$ cat src/rtl/montprowrap_drv.sv
// montprowrap_drv: initiator-side driver for the montprowrap start/done handshake.
//
// It accepts one operand pair at a time on a valid/ready input and launches it on the
// multiplier with a single-cycle start pulse. The operands are held stable until the
// product is returned on a valid/ready output. If the multiplier does not answer
// within TMO_CYC cycles, the driver returns an error result instead.
//
// Ports
//   clk, rst             clock (rising edge), synchronous active-high reset
//   in_valid/in_ready    operand handshake; in_a/in_b are the operands
//   mm_a/mm_b/mm_start   operands and start pulse to the multiplier
//   mm_r/mm_done         product and completion strobe from the multiplier
//   out_valid/out_ready  result handshake; out_r is the product, out_err flags a timeout
//   op_cnt               completed ops (products and timeouts), wraps at 8 bits
//
// Every output comes straight from a flop.
module montprowrap_drv #(
  parameter int unsigned WID     = 256,
  parameter int unsigned TMO_W   = 16,
  parameter int unsigned TMO_CYC = 4096
) (
  input  logic           clk,
  input  logic           rst,
  input  logic           in_valid,
  output logic           in_ready,
  input  logic [WID-1:0] in_a,
  input  logic [WID-1:0] in_b,
  output logic [WID-1:0] mm_a,
  output logic [WID-1:0] mm_b,
  output logic           mm_start,
  input  logic [WID-1:0] mm_r,
  input  logic           mm_done,
  output logic           out_valid,
  input  logic           out_ready,
  output logic [WID-1:0] out_r,
  output logic           out_err,
  output logic [7:0]     op_cnt
);

  localparam logic [TMO_W-1:0] TmoLast = TMO_W'(TMO_CYC - 1);

  typedef enum logic [1:0] {StIdle, StIssue, StWait, StHold} state_e;

  state_e           state_q, state_d;
  logic [WID-1:0]   mm_a_q, mm_a_d;
  logic [WID-1:0]   mm_b_q, mm_b_d;
  logic             mm_start_q, mm_start_d;
  logic             in_ready_q, in_ready_d;
  logic             out_valid_q, out_valid_d;
  logic [WID-1:0]   out_r_q, out_r_d;
  logic             out_err_q, out_err_d;
  logic [7:0]       op_cnt_q, op_cnt_d;
  logic [TMO_W-1:0] tmo_q, tmo_d;

  always_comb begin
    state_d     = state_q;
    mm_a_d      = mm_a_q;
    mm_b_d      = mm_b_q;
    out_valid_d = out_valid_q;
    out_r_d     = out_r_q;
    out_err_d   = out_err_q;
    op_cnt_d    = op_cnt_q;
    tmo_d       = tmo_q;

    unique case (state_q)
      StIdle: begin
        if (in_valid) begin
          mm_a_d  = in_a;
          mm_b_d  = in_b;
          state_d = StIssue;
        end
      end
      StIssue: begin
        // A done seen here belongs to nothing we launched; it is ignored.
        tmo_d   = '0;
        state_d = StWait;
      end
      StWait: begin
        // A done wins over a timeout that expires in the same cycle.
        if (mm_done) begin
          out_r_d     = mm_r;
          out_err_d   = 1'b0;
          out_valid_d = 1'b1;
          op_cnt_d    = op_cnt_q + 8'd1;
          state_d     = StHold;
        end else if (tmo_q == TmoLast) begin
          out_r_d     = '0;
          out_err_d   = 1'b1;
          out_valid_d = 1'b1;
          op_cnt_d    = op_cnt_q + 8'd1;
          state_d     = StHold;
        end else begin
          tmo_d = tmo_q + 1'b1;
        end
      end
      StHold: begin
        if (out_ready) begin
          out_valid_d = 1'b0;
          state_d     = StIdle;
        end
      end
      default: state_d = StIdle;
    endcase

    // Decode these from the next state so that they stay registered outputs.
    mm_start_d = (state_d == StIssue);
    in_ready_d = (state_d == StIdle);
  end

  always_ff @(posedge clk) begin
    if (rst) begin
      state_q     <= StIdle;
      mm_a_q      <= '0;
      mm_b_q      <= '0;
      mm_start_q  <= 1'b0;
      in_ready_q  <= 1'b1;
      out_valid_q <= 1'b0;
      out_r_q     <= '0;
      out_err_q   <= 1'b0;
      op_cnt_q    <= '0;
      tmo_q       <= '0;
    end else begin
      state_q     <= state_d;
      mm_a_q      <= mm_a_d;
      mm_b_q      <= mm_b_d;
      mm_start_q  <= mm_start_d;
      in_ready_q  <= in_ready_d;
      out_valid_q <= out_valid_d;
      out_r_q     <= out_r_d;
      out_err_q   <= out_err_d;
      op_cnt_q    <= op_cnt_d;
      tmo_q       <= tmo_d;
    end
  end

  assign in_ready  = in_ready_q;
  assign mm_a      = mm_a_q;
  assign mm_b      = mm_b_q;
  assign mm_start  = mm_start_q;
  assign out_valid = out_valid_q;
  assign out_r     = out_r_q;
  assign out_err   = out_err_q;
  assign op_cnt    = op_cnt_q;

endmodule

$ cat config.mk
export PLATFORM = sky130hd
export DESIGN_NAME = montprowrap_drv
export DESIGN_NICKNAME = d
export VERILOG_FILES = /design/src/rtl/montprowrap_drv.sv
export SDC_FILE = /design/constraint.sdc
export NUM_CORES = 1
export LEC_CHECK = 0
export CAP_MARGIN = 25
export CORE_AREA = 5 5 596 598
export CTS_CLUSTER_SIZE = 16
export DETAILED_ROUTE_END_ITERATION = 12
export DIE_AREA = 0 0 601 603
export MAX_ROUTING_LAYER = met4
export PLACE_DENSITY = 0.3
export SKIP_CTS_REPAIR_TIMING = 1
export SLEW_MARGIN = 20
export SYNTH_ARGS = -nofsm -noshare
export SYNTH_HDL_FRONTEND = slang
export SYNTH_SLANG_ARGS = --single-unit
export TNS_END_PERCENT = 20
$ cat constraint.sdc
create_clock -name clk -period 1.9 [get_ports clk]
set_input_delay 0.285 -clock clk [delete_from_list [all_inputs] [get_ports clk]]
set_output_delay 0.285 -clock clk [all_outputs]
set_load 0.01 [all_outputs]
Word-level counts from Yosys, hierarchy flattened
Index checks and enable logic that the tools add are counted.

Logic and storage cells: 47. Bits in latches: 0. Memory bits (read-only): 0. Output and inout bits: 780. Bits in registers: 798. RAM bits: 0. Input bits: 773. Memories kept: 0.

Bitwise gates (word level): 0. Multiplexer cells: 17. Equal/unequal tests: 9. Order comparisons: 0. Reductions and logical operators: 9. Add/subtract/negate cells: 2. Div/mod/pow operators: 0. Multiply operators: 0. Shifts and indexed selects: 0.

Operator list (number): $mux W256 (2); $mux W16 (2); $pmux W16 S2 (1); $add A16 B1 Y16 const B (1); $eq A16 B12 Y1 const B (1); $mux W8 (2); $add A8 B1 Y8 const B (1); $mux W2 (4); $pmux W2 S4 (1); $ne A2 B2 Y1 const B (3); $reduce_and A3 Y1 (2); $reduce_bool A2 Y1 (3); $eq A2 B1 Y1 const B (2); $eq A2 B2 Y1 const B (2); $logic_not A2 Y1 (2); $mux W1 (4); $reduce_and A2 Y1 (2); $ne A3 B3 Y1 const B (1); $pmux W1 S2 (1).

Depth between registers and ports, before layout
Gate-level depths: netlist of run 1.

Word-level depth: 5. Gate-level depth with buffers: 8. Mapped depth without buffers: 5.

Worst setup path before layout of run 1
No wires, ideal clock.

Path kind: flip-flop to flip-flop. Start point: reg tmo_q[12]. End point: reg op_cnt_q[0], in the netlist op_cnt[0]. Arrival time: 1.971 ns. Stages on the path, launching flop included: 5. Data required time: 1.779 ns. Library setup time: 0.121 ns. Slack: -0.192 ns. Clock period less this slack: 2.092 ns. Cell sequence: dfxtp_1 -> or4_4 -> or4_4 -> a21oi_1 -> mux2_2.

Word-level cells in the longest chain between the ends: 3.

RTL lines: start: declaration (line 53) `logic [TMO_W-1:0] tmo_q, tmo_d;`; start signal: assignment (line 132) `tmo_q <= tmo_d;`; $eq A16 B12 Y1 (line 86) `end else if (tmo_q == TmoLast) begin`; $reduce_bool A2 Y1 (no source line); $reduce_and A2 Y1 (no source line); end signal: assignment (line 131) `op_cnt_q <= op_cnt_d;`; end: declaration (line 52) `logic [7:0] op_cnt_q, op_cnt_d;`.

Every way passes these cells. A chain may end at the register's enable or synchronous reset.

Worst setup path in the final report of run 1
Start point: reg tmo_q[15]. End point: reg out_r_q[239], in the netlist out_r[239].

Word-level cells in the longest chain between the ends: 3.

RTL lines: $eq A16 B12 Y1 (line 86); $reduce_bool A2 Y1 (no source line); $reduce_and A2 Y1 (no source line); end signal: assignment (line 129) `out_r_q <= out_r_d;`; end: declaration (line 50) `logic [WID-1:0] out_r_q, out_r_d;`.

Every way passes these cells.

==> out/qor.log, run 1 <==
[logic_synthesis] fraction of synthesized cell area in xor and xnor cells 0%
[clock_network] maximum buffer depth of the clock tree 4
[global_routing] number of global-route vias before repair 29695
[power_and_ir_drop] leak pwr 25.04 nW
[logic_synthesis] Syn Nets 3777
[clock_network] Clock Latency Late Sink 0.84 ns
[place] count of placed standard cells including taps 9052
[worst_setup_path] highest-delay cell along the critical path or4_4
[logic_synthesis] Post-synth EDFFs 0
[sta] max-slew violation total from the final report 0
[place] gp weighted congestion 0.8829
[logic_synthesis] top_reg_cell synth dfxtp_1
[sta] clock period minus final worst setup slack 2.159 ns
[worst_setup_path] Critical Path Start Type flip-flop
[sta] achievable clock frequency 463.1 MHz
[global_routing] total routing usage reported by global routing 13.53%
[logic_synthesis] multiplexer share of the synthesized area 0.3577%
[clock_network] TritonCTS clock tree yes
[floorplanning] placement row count 217
[finish] final instance count without filler cells 9625
[worst_setup_path] critical path data required time 2.62 ns
[floorplanning] height of the die 603 um
[route] post-detailed-routing wire length 253300 um
[global_routing] first-pass GRT wire length 319400 um
[logic_synthesis] area of the mapped netlist 0.02693 sq mm
[sta] # setup viols final 532
[power_and_ir_drop] share of total power in the clock network 44.6%
[finish] Layout Nets 5655
[worst_setup_path] Critical Path End Type flip-flop
[power_and_ir_drop] post-layout total power 49.49 mW
[finish] area added between synthesis and finish 109.6%
[finish] share of post-route cells with drive strength above 1 12.39%
[power_and_ir_drop] portion of total power attributed to sequential cells 37.2%
[worst_setup_path] Crit Path Class flip-flop to flip-flop
[worst_setup_path] largest stage delay on the critical path 0.56 ns
[sta] final hold vios 0
[logic_synthesis] async set-or-reset flop fraction in the synthesized netlist 0%
[logic_synthesis] number of library cell types mapped by synthesis 44
[clock_network] clock transition at the registers of the reported paths 0.06 ns
[sta] post-route setup slack -0.2593 ns
[worst_setup_path] Data arrival, critical path 2.88 ns
[logic_synthesis] simple-gate share of the synthesized area 16.15%
[sta] Worst Clk Skew 0.08638 ns
[logic_synthesis] synthesized-area fraction occupied by adder cells 0.09292%
[place] port buffer count 1552
[place] hpwl dp 214000 um
[power_and_ir_drop] Sw Share 28.67%
[route] detailed-route wire length per cell 26.31 um
[worst_setup_path] maximum net fanout on the critical path 37
[power_and_ir_drop] switching pwr 14.19 mW
[power_and_ir_drop] worst-case vdd ir drop 0.0007295 V
[route] number of iterations in the first detailed-routing pass 7
[clock_network] buffer type at the clock tree root clkbuf_16
[route] DRT antenna net count 0
[worst_setup_path] worst-path cell chain or4_4 -> nor4_4 -> o21ai_4 -> buf_12 -> buf_12 -> a32o_1
[finish] multi-input logic area 0.009948 sq mm
[flow_run] max-capacitance violation count 0
[sta] ratio of final minimum period to clock period 113.6%
[logic_synthesis] gate count after technology mapping 3002
[route] number of remaining DRC errors 0
[sta] final sum of negative setup slack -60.86 ns
[finish] Filler cells 39310
[route] number of vias per cell after detailed routing 3.250
[logic_synthesis] yosys synthesis warning count 0
[sta] Worst Max-Slew Pin Slew 0.8356 ns
[logic_synthesis] proportion of synthesized chip area in sequential cells 59.32%
[global_routing] total overflow reported by the global router 0
[status] failing checks setup timing
[finish] Register Area 0.01603 sq mm
[clock_network] number of clock sinks seen by CTS 798
[floorplanning] DIE WIDTH 601 um
[status] result of the run finished, violations left
[route] via total after detailed routing 31279
[place] pre-CTS worst setup slack -0.4460 ns
[power_and_ir_drop] internal power contribution 35.30 mW
[floorplanning] Initial Utilization 7.725%
[min_path] Hold/Removal Path Class input pin to flip-flop
[clock_network] number of clock buffers inserted by TritonCTS 115
[global_routing] maximum number of pins on one net before global-route repair 123
[floorplanning] area of the die 0.3624 sq mm
[finish] core occupancy in the finished layout 16.19%
[worst_setup_path] cell type with the highest occurrence count on the critical path buf_12
[clock_network] number of H-tree branching levels 3
[floorplanning] count of boundary I/O pins 1553
[global_routing] number of antenna violations at the first check in global routing 175
[sta] setup repair after global routing missed its margin yes
[logic_synthesis] compound-gate portion of the synthesized area 20.12%
[power_and_ir_drop] combinational group share of total power 18.2%
[logic_synthesis] mean instance size in the synthesized netlist 8.971 sq um
[sta] worst slew slack as a fraction of its limit 44.29%
[floorplanning] core area 0.3486 sq mm
[logic_synthesis] number of storage elements in the synthesis netlist 798
[logic_synthesis] largest family of logic cells by synthesized area compound AO/OA/AOI/OAI gates
[route] Iteration-0 DRC Markers 2012
[power_and_ir_drop] Power Density 876.6 mW/mm^2
path summary, 6_finish.rpt:
path                                 from         end  slack [ns]  cells after the start
worst max-delay path            tmo_q[15]  out_r[239]       -0.26                      6
worst min-delay path             mm_r[25]   out_r[25]        0.03                      2
worst max register to register  tmo_q[15]  out_r[239]       -0.26                      6
worst min register to register  mm_a[198]   mm_a[198]        0.45                      2
cell type report:
class	instances	share of cell area, %
Multi-Input combinational cell	1934	17.62
Tap cell	4599	10.19
Clock inverter	37	0.8112
Timing Repair Buffer	2026	36.72
Antenna cell	61	0.2704
Inverter	5	0.04654
Sequential cell	798	28.39
Clock buffer	165	5.946
worst max-delay path, delay by kind of cell (launching register included):
family / cells / cell delay, ns
AOI/OAI and AO/OA: 2 / 0.44
buffers and inverters: 2 / 0.30
DFF: 1 / 0.33
and+or+nand+nor: 2 / 0.86
metrics by stage:
step	hold slack, ns	cell area, sq um
finish	0.03472	56460
global route	-0.0002232	56430
CTS	-0.3748	52750
detailed placement	0.4459	48940
global placement	0.4423	48940
floorplan	0.3766	26980
layout by cell type (no fill, tap or decap), types with 10 or more instances in the layout:
cell type	synthesis	routed
clkdlybuf4s50_1	0	1039
nand2_1	1039	1038
dfxtp_1	798	757
a21oi_1	528	527
dlymetal6s2s_1	0	312
dlygate4sd3_1	0	301
a32o_1	256	256
buf_4	1	181
clkbuf_16	0	122
clkbuf_2	0	108
diode_2	0	61
buf_12	0	55
dfxtp_2	0	41
clkbuf_8	0	27
clkbuf_1	231	22
clkinv_2	0	16
nor2b_1	11	10
Yosys cell counts, types with 5 or more instances:
master	count	area (sq um)
or4_1	6	45.04
mux2_2	5	56.30
buf_2	27	135.1
o21ai_0	9	45.04
a32o_1	256	2562
or3_1	8	50.05
nor2b_1	11	68.82
clkbuf_1	231	867.1
a21oi_1	528	2643
o31ai_1	7	52.55
dfxtp_1	798	15980
nor2_1	8	30.03
nand3_1	8	40.04
nand4_1	7	43.79
nand2_1	1039	3900
metal layers:
layer  vias up  wire length (um)  GRT usage (%)
met5         -                 0              -
met4         0              8450          3.010
met3       431             22740          4.979
met2      1430            124500          23.41
met1     15170             97550          14.80
li1      14248                 -              -
flip-flops by register name, indices dropped and copies added (netlist names):
| register | cells |
|---|---|
| in_ready | 1 |
| mm_a | 256 |
| mm_b | 256 |
| mm_start | 1 |
| op_cnt | 8 |
| out_err | 1 |
| out_r | 256 |
| out_valid | 1 |
| state_q | 2 |
| tmo_q | 16 |
cell families (layout without fill, tap and decap cells):
family | Yosys count | count (layout)
other | 0 | 61
buffers and inverters | 270 | 2233
flip-flops | 798 | 798
AND/OR/NAND/NOR | 1109 | 1109
multiplexers | 9 | 9
adder cells (fa/ha/maj) | 2 | 2
AO/OA/AOI/OAI | 814 | 814
power by group through the flow:
stage	sequential, mW	combinational [mW]	clock (mW)
after floorplan	19.0	2.04	0
after global placement	18.8	8.72	0
after detailed placement	18.8	8.70	0
after CTS	18.4	8.75	23.1
after global routing	18.5	9.68	23.6
final	18.4	9.02	22.0
No activity file was read; power rests on OpenSTA's default activity.
==> inputs of run 2 (changes only) <==
--- a/config.mk
+++ b/config.mk
@@ -6,12 +6,14 @@
 export NUM_CORES = 1
 export LEC_CHECK = 0
 export CAP_MARGIN = 25
-export CORE_AREA = 5 5 596 598
+export CELL_PAD_IN_SITES_DETAIL_PLACEMENT = 0
+export CELL_PAD_IN_SITES_GLOBAL_PLACEMENT = 2
+export CORE_AREA = 5 5 609 611
 export CTS_CLUSTER_SIZE = 16
 export DETAILED_ROUTE_END_ITERATION = 12
-export DIE_AREA = 0 0 601 603
+export DIE_AREA = 0 0 614 616
 export MAX_ROUTING_LAYER = met4
-export PLACE_DENSITY = 0.3
+export PLACE_DENSITY = 0.34
 export SKIP_CTS_REPAIR_TIMING = 1
 export SLEW_MARGIN = 20
 export SYNTH_ARGS = -nofsm -noshare
==> run 2 against run 1 <==
Effect of this change:
- the run still ends with setup timing left
- register-to-register slack improved by 0.02 ns
- global-route usage decreased by 0.82 points
- critical endpoint is now out_r[102]
- non-clock buffer count grew 130
- sequential power about the same
- combinational power is 2% higher
- core utilization decreased by 0.11 points
- first-iteration DRC count is 35% lower
- clock skew fell by 0.045 ns
- sequential cell count stayed put
- critical path depth unchanged
- sequential share of layout area shrank 1.1 points
- setup slack improved by 0.016 ns
==> out/qor.log, run 2 (synthesis gave the netlist of run 1 again) <==
[status] result of the run finished, violations left
[status] failing checks setup timing
[place] hpwl dp 204400 um [-4.5%]
[route] Iteration-0 DRC Markers 1310 [-35%]
[worst_setup_path] kind of cell adding the most delay to the critical path simple AND/OR/NAND/NOR gates
[finish] final instance count without filler cells 9992 [+3.8%]
[sta] Worst Max-Slew Pin Slew 0.4907 ns [-0.3449 ns]
[floorplanning] core area 0.3644 sq mm [+4.5%]
[worst_setup_path] maximum net fanout on the critical path 39 [+5.4%]
[power_and_ir_drop] post-layout total power 51.26 mW [+3.6%]
[place] count of placed standard cells including taps 9320 [+3.0%]
[worst_setup_path] cell type with the highest occurrence count on the critical path buf_12
[sta] Worst Clk Skew 0.04102 ns [-0.04536 ns]
[place] gp weighted congestion 0.7852 [-11%]
[sta] final hold vios 0 [unchanged]
[finish] core occupancy in the finished layout 16.08% [-0.11 points]
[finish] share of post-route cells with drive strength above 1 10.87% [-1.5 points]
[sta] worst slew slack as a fraction of its limit 67.29% [+23 points]
[place] DP Area 0.04980 sq mm [+1.8%]
[global_routing] number of global-route vias before repair 29795 [+0.34%]
[route] via total after detailed routing 30665 [-2.0%]
[power_and_ir_drop] worst-case vdd ir drop 0.0006493 V [-11%]
[clock_network] number of clock buffers inserted by TritonCTS 122 [+6.1%]
[finish] post-route cell area 0.05860 sq mm [+3.8%]
[worst_setup_path] largest stage delay on the critical path 0.57 ns [about the same]
[global_routing] first-pass GRT wire length 314000 um [-1.7%]
[clock_network] maximum buffer depth of the clock tree 4 [unchanged]
[sta] post-route setup slack -0.2431 ns [+0.01617 ns]
[worst_setup_path] CP bufs+invs 2 [unchanged]
[route] detailed-route wire length per cell 24.75 um [-5.9%]
[worst_setup_path] Critical Path Start tmo_q[15]
[finish] most used cells in the layout excluding fill and tap cells nand2_1 (1038), clkdlybuf4s50_1 (1022), dfxtp_1 (771)
[worst_setup_path] Critical Path Start Type flip-flop
[finish] Layout Nets 5792 [+2.4%]
[clock_network] number of clock sinks seen by CTS 798 [unchanged]
[clock_network] clock transition at the registers of the reported paths 0.05 ns [about the same]
[worst_setup_path] worst-path cell chain or4_4 -> nor4_4 -> o21ai_4 -> buf_12 -> buf_12 -> a32o_1
[power_and_ir_drop] leak pwr 27.27 nW [+8.9%]
[worst_setup_path] Critical Path End Type flip-flop
[worst_setup_path] Data arrival, critical path 2.85 ns [-0.03 ns]
[floorplanning] DIE WIDTH 614 um [+2.2%]
[floorplanning] area of the die 0.3782 sq mm [+4.4%]
[global_routing] number of antenna violations at the first check in global routing 109 [-38%]
[min_path] startpoint of the most critical hold path in_b[9]
[floorplanning] height of the die 616 um [+2.2%]
[sta] ratio of final minimum period to clock period 112.8% [-0.85 points]
[place] port buffer count 1552 [unchanged]
[worst_setup_path] startpoint of the most critical register-to-register path tmo_q[15]
[clock_network] TritonCTS clock tree yes
[worst_setup_path] Crit Path Class flip-flop to flip-flop
[route] number of iterations in the first detailed-routing pass 5 [-2]
[clock_network] buffer type at the clock tree root clkbuf_16
[route] number of vias per cell after detailed routing 3.069 [-5.6%]
[clock_network] number of H-tree branching levels 3 [unchanged]
[finish] most common library cell in the layout ignoring fill and taps nand2_1
[sta] achievable clock frequency 466.6 MHz [+0.75%]
[global_routing] maximum number of pins on one net before global-route repair 59 [-52%]
[route] DRT antenna net count 0 [unchanged]
[global_routing] total overflow reported by the global router 0 [unchanged]
[route] number of remaining DRC errors 0 [unchanged]
[floorplanning] Initial Utilization 7.390% [-0.34 points]
[finish] area added between synthesis and finish 117.6%
[power_and_ir_drop] Power Density 874.7 mW/mm^2 [-0.21%]
[worst_setup_path] highest-delay cell along the critical path or4_4
[flow_run] max-capacitance violation count 0 [unchanged]
[worst_setup_path] critical path data required time 2.61 ns [about the same]
[sta] clock period minus final worst setup slack 2.143 ns [-0.01617 ns]
[sta] max-slew violation total from the final report 0 [unchanged]
[global_routing] total routing usage reported by global routing 12.71% [-0.82 points]
[floorplanning] placement row count 222 [+2.3%]
[sta] # setup viols final 512 [-3.8%]
[floorplanning] count of boundary I/O pins 1553 [unchanged]
[clock_network] Clock Latency Late Sink 0.83 ns [about the same]
[min_path] Hold/Removal Path Class input pin to flip-flop
[sta] setup repair after global routing missed its margin yes
[route] post-detailed-routing wire length 247300 um [-2.3%]
## run 2: cell types whose count changed in the layout (fill, tap and decap cells not counted), moves of 14 or more
| cell | before | now |
|---|---|---|
| dlygate4sd3_1 | 301 | 389 |
| clkbuf_2 | 108 | 81 |
| dlymetal6s2s_1 | 312 | 417 |
| dfxtp_2 | 41 | 27 |
| clkbuf_1 | 22 | 36 |
| clkdlybuf4s50_1 | 1039 | 1022 |
| dfxtp_1 | 757 | 771 |
## run 2: worst paths after layout
kind	end	slack, ns	depth (start not counted)
worst min-delay path	mm_b[9]	0.03	3
worst min register to register	mm_b[137]	0.45	2
worst max register to register	out_r[102]	-0.24	6
worst max-delay path	out_r[102]	-0.24	6
## run 2: stage by stage
| stage | TNS [ns] | hold WS, ns | setup slack, ns |
|---|---|---|---|
| floorplan | -9.179 | 0.3766 | -0.06264 |
| global placement | -52.27 | 0.4423 | -0.2350 |
| detailed placement | -52.27 | 0.4460 | -0.2128 |
| CTS | -284.17 | -0.3238 | -0.5909 |
| global route | -124.92 | -0.008506 | -0.3316 |
| finish | -67.93 | 0.02902 | -0.2431 |
## run 2: cell type report
type / instances / area, sq um
antenna: 62 / 155.1
clock buffer: 190 / 3628
clock inverter: 31 / 469.2
fill: 41072 / 305800
inverter: 5 / 26.28
multi-input combinational: 1934 / 9921
sequential: 798 / 16010
tap: 4816 / 6026
timing repair buffer: 2156 / 22360
## run 2: where the power goes
group          switching [mW]  total (mW)  internal, mW
sequential              0.588        18.3          17.7
clock                    9.35        23.7          14.4
combinational            4.61        9.21          4.60
total                    14.5        51.3          36.7
## run 2: routing by layer
layer | track usage, % | vias to the layer above | wire length [um]
met5 | - | - | 0
li1 | - | 14542 | -
met3 | 4.415 | 306 | 19690
met2 | 24.27 | 1074 | 133500
met4 | 2.374 | 0 | 6769
met1 | 12.35 | 14743 | 87320
## run 2: worst reg2reg max path, delay by kind of cell (launching register included)
family / cells / cell delay [ns]
flops: 1 / 0.31
compound gates: 2 / 0.40
simple gates: 2 / 0.88
buf+inv: 2 / 0.44
